--- src/rtl/pcg_pkg.sv ---
// +----------------------------------------------------------------------------+
// | pcg_pkg                                                                    |
// | Shared constants and helpers for the PCG sound back end.                   |
// | Revision: 1.0                                                              |
// +----------------------------------------------------------------------------+
`default_nettype none

package pcg_pkg;

  localparam logic [1:0] ADR_SND_EN  = 2'd0;
  localparam logic [1:0] ADR_SND_V01 = 2'd1;
  localparam logic [1:0] ADR_SND_V2B = 2'd2;

  localparam int LEVEL_W   = 8;
  localparam int VOL_W     = 3;
  localparam int MIX_SCALE = 9;
  localparam int NUM_SRC   = 4;
  localparam int SUM_W     = 5;

  // x9 as (x << 3) + x; 28 * 9 = 252 so the result never wraps.
  function automatic logic [LEVEL_W-1:0] scale_mix(input logic [SUM_W-1:0] sum);
    return {sum, 3'b000} + {3'b000, sum};
  endfunction

endpackage

`default_nettype wire

--- src/rtl/pcg_ds_dac.sv ---
// +----------------------------------------------------------------------------+
// | pcg_ds_dac                                                                 |
// | 8-bit first-order delta-sigma modulator driving a 1-bit RC-filtered pin.   |
// | Revision: 1.0                                                              |
// +----------------------------------------------------------------------------+
`default_nettype none

module pcg_ds_dac
  import pcg_pkg::*;
(
  input  logic               clk,
  input  logic               rst,
  input  logic [LEVEL_W-1:0] level,
  output logic               dout
);

  logic [LEVEL_W-1:0] acc;
  logic [LEVEL_W:0]   acc_sum;

  assign acc_sum = {1'b0, acc} + {1'b0, level};

  // The carry out is the output bit; acc wraps, so a constant level L
  // yields exactly L ones per 256 cycles.
  always_ff @(posedge clk or posedge rst) begin
    if (rst) begin
      acc  <= '0;
      dout <= 1'b0;
    end else begin
      acc  <= acc_sum[LEVEL_W-1:0];
      dout <= acc_sum[LEVEL_W];
    end
  end

endmodule

`default_nettype wire

--- src/rtl/pcg_sound_mixer.sv ---
// +----------------------------------------------------------------------------+
// | pcg_sound_mixer                                                            |
// | Syncs timer tones and beeper, applies enable/volume, mixes, drives DAC.    |
// | Revision: 1.0                                                              |
// +----------------------------------------------------------------------------+
`default_nettype none

module pcg_sound_mixer
  import pcg_pkg::*;
#(
  parameter int               SYNC_STAGES = 2,
  parameter logic [VOL_W-1:0] DEF_VOL     = 3'd4,
  parameter logic [3:0]       DEF_EN      = 4'hF
) (
  input  logic               clk,
  input  logic               rst,
  input  logic [1:0]         adr,
  input  logic [7:0]         din,
  input  logic               wr,
  input  logic [2:0]         tone_in,
  input  logic               beep_in,
  output logic [LEVEL_W-1:0] level,
  output logic               dout
);

  logic [NUM_SRC-1:0] async_in;
  logic [NUM_SRC-1:0] synced;

  assign async_in = {beep_in, tone_in};

  generate
    for (genvar i = 0; i < NUM_SRC; i++) begin : g_sync
      logic [SYNC_STAGES-1:0] chain;
      always_ff @(posedge clk or posedge rst) begin
        if (rst) chain <= '0;
        else     chain <= {chain[SYNC_STAGES-2:0], async_in[i]};
      end
      assign synced[i] = chain[SYNC_STAGES-1];
    end
  endgenerate

  // Register file: one write per rising edge of the level-sensitive wr.
  logic             wr_prev;
  logic             wr_accept;
  logic [3:0]       en;
  logic [VOL_W-1:0] vol0, vol1, vol2, volb;
  logic             unused_din;

  assign wr_accept  = wr & ~wr_prev;
  assign unused_din = din[7] ^ din[3];

  always_ff @(posedge clk or posedge rst) begin
    if (rst) begin
      wr_prev <= 1'b0;
      en      <= DEF_EN;
      vol0    <= DEF_VOL;
      vol1    <= DEF_VOL;
      vol2    <= DEF_VOL;
      volb    <= DEF_VOL;
    end else begin
      wr_prev <= wr;
      if (wr_accept) begin
        case (adr)
          ADR_SND_EN:  en <= din[3:0];
          ADR_SND_V01: begin
            vol0 <= din[2:0];
            vol1 <= din[6:4];
          end
          ADR_SND_V2B: begin
            vol2 <= din[2:0];
            volb <= din[6:4];
          end
          default: ;
        endcase
      end
    end
  end

  logic [VOL_W-1:0] vol_arr [NUM_SRC];
  logic [SUM_W-1:0] mix_sum;

  assign vol_arr[0] = vol0;
  assign vol_arr[1] = vol1;
  assign vol_arr[2] = vol2;
  assign vol_arr[3] = volb;

  always_comb begin
    mix_sum = '0;
    for (int i = 0; i < NUM_SRC; i++) begin
      if (synced[i] && en[i]) mix_sum = mix_sum + {{(SUM_W-VOL_W){1'b0}}, vol_arr[i]};
    end
  end

  always_ff @(posedge clk or posedge rst) begin
    if (rst) level <= '0;
    else     level <= scale_mix(mix_sum);
  end

  pcg_ds_dac u_dac (
    .clk   (clk),
    .rst   (rst),
    .level (level),
    .dout  (dout)
  );

endmodule

`default_nettype wire

--- config.mk ---
export PLATFORM = sky130hd
export DESIGN_NAME = pcg_sound_mixer
export DESIGN_NICKNAME = d
export VERILOG_FILES = /design/src/rtl/pcg_pkg.sv /design/src/rtl/pcg_ds_dac.sv /design/src/rtl/pcg_sound_mixer.sv
export SDC_FILE = /design/constraint.sdc
export NUM_CORES = 1
export LEC_CHECK = 0
export ABC_AREA = 1
export CAP_MARGIN = 20
export CORE_UTILIZATION = 55
export DETAILED_ROUTE_END_ITERATION = 7
export PLACE_DENSITY = 0.79
export RECOVER_POWER = 100
export REMOVE_ABC_BUFFERS = 1
export SLEW_MARGIN = 30
export SYNTH_ARGS = -nofsm -noshare
export SYNTH_HDL_FRONTEND = slang
export SYNTH_HIERARCHICAL = 1
export SYNTH_SLANG_ARGS = --single-unit
--- constraint.sdc ---
create_clock -name clk -period 4.6 [get_ports clk]
set_input_delay 0.92 -clock clk [delete_from_list [all_inputs] [get_ports clk]]
set_output_delay 0.92 -clock clk [all_outputs]
set_load 0.005 [all_outputs]
==> results.md <==
- Status: finished with violations
- Violated checks: capacitance limit, slew limit
- Seq/Total Area, Yosys: 44.7%
- Min Tclk post-route: 4.30 ns
- Synthesized area: 0.00237 sq mm
- Max-slew violations: 34
- Dpl hpwl: 3.24 mm
- Number of I/O port buffers: 24
- Core Footprint: 0.00409 sq mm
- Row count: 23
- Via count: 1723
- Cell-internal power: 0.910 mW
- Area Overhead vs Synth: 17.5%
- Post-Syn Area per Cell: 8.64 sq um
- Die footprint: 0.00458 sq mm
- Synth warnings: 6
- Total of max-cap violations: 1
- Initial antenna violation count: 0
- Min-Delay Path Class: reg2reg
- Hold path start: g_sync[1].chain[0]
- H-tree Lvls: 2
- Fin nets: 347
- Setup_tns: 0 ns
- Clock tree sinks: 42
- Die height: 67.7 microns
- Hold Vio Cnt, Final: 0
- R2r setup slk: 0.30 ns
- Largest net degree at the start of global routing: 34
- Number of enable flip-flop cells after synthesis: 0
- Synth top area cells: dfrtp_1 36%, nand2_1 12%, ha_1 11%
- Synth Flop Type: dfrtp_1
- RSZ-0062 raised after global routing: false
- Finished Layout Cells: 356
- Hold buffer count at cts: 0
- # setup viols final: 0
- Post-synthesis async set-or-reset flop share: 100%
- Ports: 26
- RR Endpoint: level[7]
- Gr ovfl total: 0
- Cells on worst reg2reg path: 20
- Crit path max fanout: 4
- Power Dens Cells: 488 mW/mm^2
- Wirelength per Cell: 11.4 microns
- Clock latency on the worst-skew pair: 0.29 ns
- Top cell type's share of synthesized area: 35.8%
- WHS Path Cells: 0
- Period Utilization, post-route: 93.5%
- Die width: 67.7 microns
- WL final: 4.07 mm
- DRC violations left: 0
- Synth Instances: 275
- Max transition margin: -10.9%
- Worst Path Required: 4.78 ns
- # resized after CTS: 0
- Most frequent cells in the layout: 79 x nand2_1, 46 x inv_1, 34 x dfrtp_1, 20 x ha_1, 18 x nand3_1
- First drt pass iteration count: 4
- Slew @ Worst Pin: 1.66 ns
- Worst-path clk slew: 0.08 ns
- Setup repair bufs after CTS: 0
- Gr usage total: 20.2%
- Starting DRT DRC Count: 37
- Seq cells post-synth: 42
- Critical path startpoint category: flop
- CTS root buffer: clkbuf_8
- Worst clock skew: 0.00582 ns
- CTS tree: built
- Routability cong.: 0.827
- Antenna-violating nets left: 0
- Clock share of power: 25.3%
- First-pass GRT wire length: 6.50 mm
- Logic gate share of total power: 36.6%
- WP data arrival: 4.48 ns
- Vias in the first global route: 1523
- Leakage dissipation: 1.51 nW
- Initial Util: 58.1%
- Fraction of layout instances using a drive strength above 1: 11.4%
- Sw Pwr: 0.452 mW
- Setup crit end kind: flop
- Seq pwr share: 38.1%
- Post-Place Cells: 348
- Final antenna diode count: 0
- Leading cell type in the layout, fill and taps excluded: nand2_1
- Area leader, netlist: dfrtp_1
- CTS max path bufs: 2
- Vias per cell: 4.84
- Peak supply drop: 0.274 mV
- Reg-to-Reg Start: en[0]
- Worst hold endpoint: g_sync[1].chain[1]
- Synth unique cells: 29
- TritonCTS Buffers: 5
- Setup Crit Path Kind: reg2reg
- Switching share of power: 33.2%
- Max Freq: 233 MHz
layer usage:
| layer | up-vias | part of all wire, % | global-route usage (%) |
|---|---|---|---|
| li1 | 918 | - | - |
| met1 | 773 | 47 | 23.7 |
| met2 | 28 | 49 | 34.4 |
| met3 | 4 | 2.8 | 5.24 |
| met4 | 0 | 1.2 | 9.04 |
| met5 | - | 0 | 0 |
how the worst max path moves through the flow:
stage	slack (ns)	cells past startpoint	startpoint	to
6_report	0.30	20	en[0]	level[7]
4_1_cts	0.29	20	en[0]	level[7]
3_3_place_gp	0.39	20	en[0]	level[7]
5_1_grt	0.03	20	en[0]	level[6]
2_1_floorplan	0.59	20	en[0]	level[7]
3_5_place_dp	0.29	20	en[0]	level[7]
sequential cells by signal (all words and copies together) (netlist names):
register,cells
volb,3
g_sync.chain,8
en,4
u_dac/dout,1
vol2,3
level,8
wr_prev,1
vol1,3
u_dac/acc,8
vol0,3
power by group through the flow:
stage	registers [mW]	clock network, mW	logic (mW)
6_report	0.518	0.345	0.499
5_1_grt	0.529	0.370	0.568
4_1_cts	0.520	0.353	0.537
3_5_place_dp	0.527	0	0.534
3_3_place_gp	0.523	0	0.514
2_1_floorplan	0.517	0	0.401
stage by stage:
step / util, % / total power, mW / hold WS (ns) / setup WS (ns) / cell area (sq um)
2_1_floorplan: - / 0.918 / 0.331 / 0.585 / 2370
3_3_place_gp: 65.5 / 1.04 / 0.332 / 0.389 / 2680
3_5_place_dp: 65.5 / 1.06 / 0.338 / 0.292 / 2680
4_1_cts: 68.9 / 1.41 / 0.357 / 0.291 / 2820
5_1_grt: 68.3 / 1.47 / 0.370 / 0.0325 / 2790
6_report: 68.3 / 1.36 / 0.354 / 0.300 / 2790
critical path, stage by stage (launching register included):
cell     delay (ns)
dfstp_2        0.55
and3_1         0.17
ha_1           0.17
inv_1          0.05
fa_1           0.47
nand2_1        0.05
nand2_1        0.11
fa_1           0.44
o21ai_2        0.21
inv_1          0.08
fa_1           0.41
or2_0          0.27
a21oi_2        0.16
nand3_1        0.09
nand2_1        0.08
nand2_2        0.08
fa_1           0.46
nor2_1         0.15
nand2_1        0.06
nand2_1        0.06
nand2_1        0.06
cell usage after synthesis (2+ instances only):
library cell  instances
o21ai_2               3
a21oi_1               6
nand2_2               9
o21ai_0              16
dfstp_2               8
xor2_1                2
clkbuf_1              2
ha_1                 20
fa_1                  5
nor2_1                9
nand2_1              77
inv_2                 4
or2_4                 2
xnor2_1               3
inv_1                45
nand3_1              18
dfrtp_1              34
final cells by class:
class | count | area, sq um
Tap cell | 50 | 62.6
Clock buffer | 5 | 68.8
Multi-Input combinational cell | 182 | 1100
Timing Repair Buffer | 25 | 244
Sequential cell | 42 | 1060
Fill cell | 343 | 1290
Inverter | 49 | 184
Clock inverter | 3 | 68.8
cell families (layout without fill, tap and decap cells):
kind of cell / Yosys count / count (layout) / share of synthesized area (%)
xor+xnor: 5 / 5 / 1.84
flops: 42 / 42 / 44.7
buf+inv: 51 / 82 / 8.06
simple gates: 123 / 123 / 23.6
mux: 1 / 1 / 0.474
fa+ha+maj: 25 / 25 / 14.8
compound gates: 28 / 28 / 6.59
No activity file was read; power rests on OpenSTA's default activity.
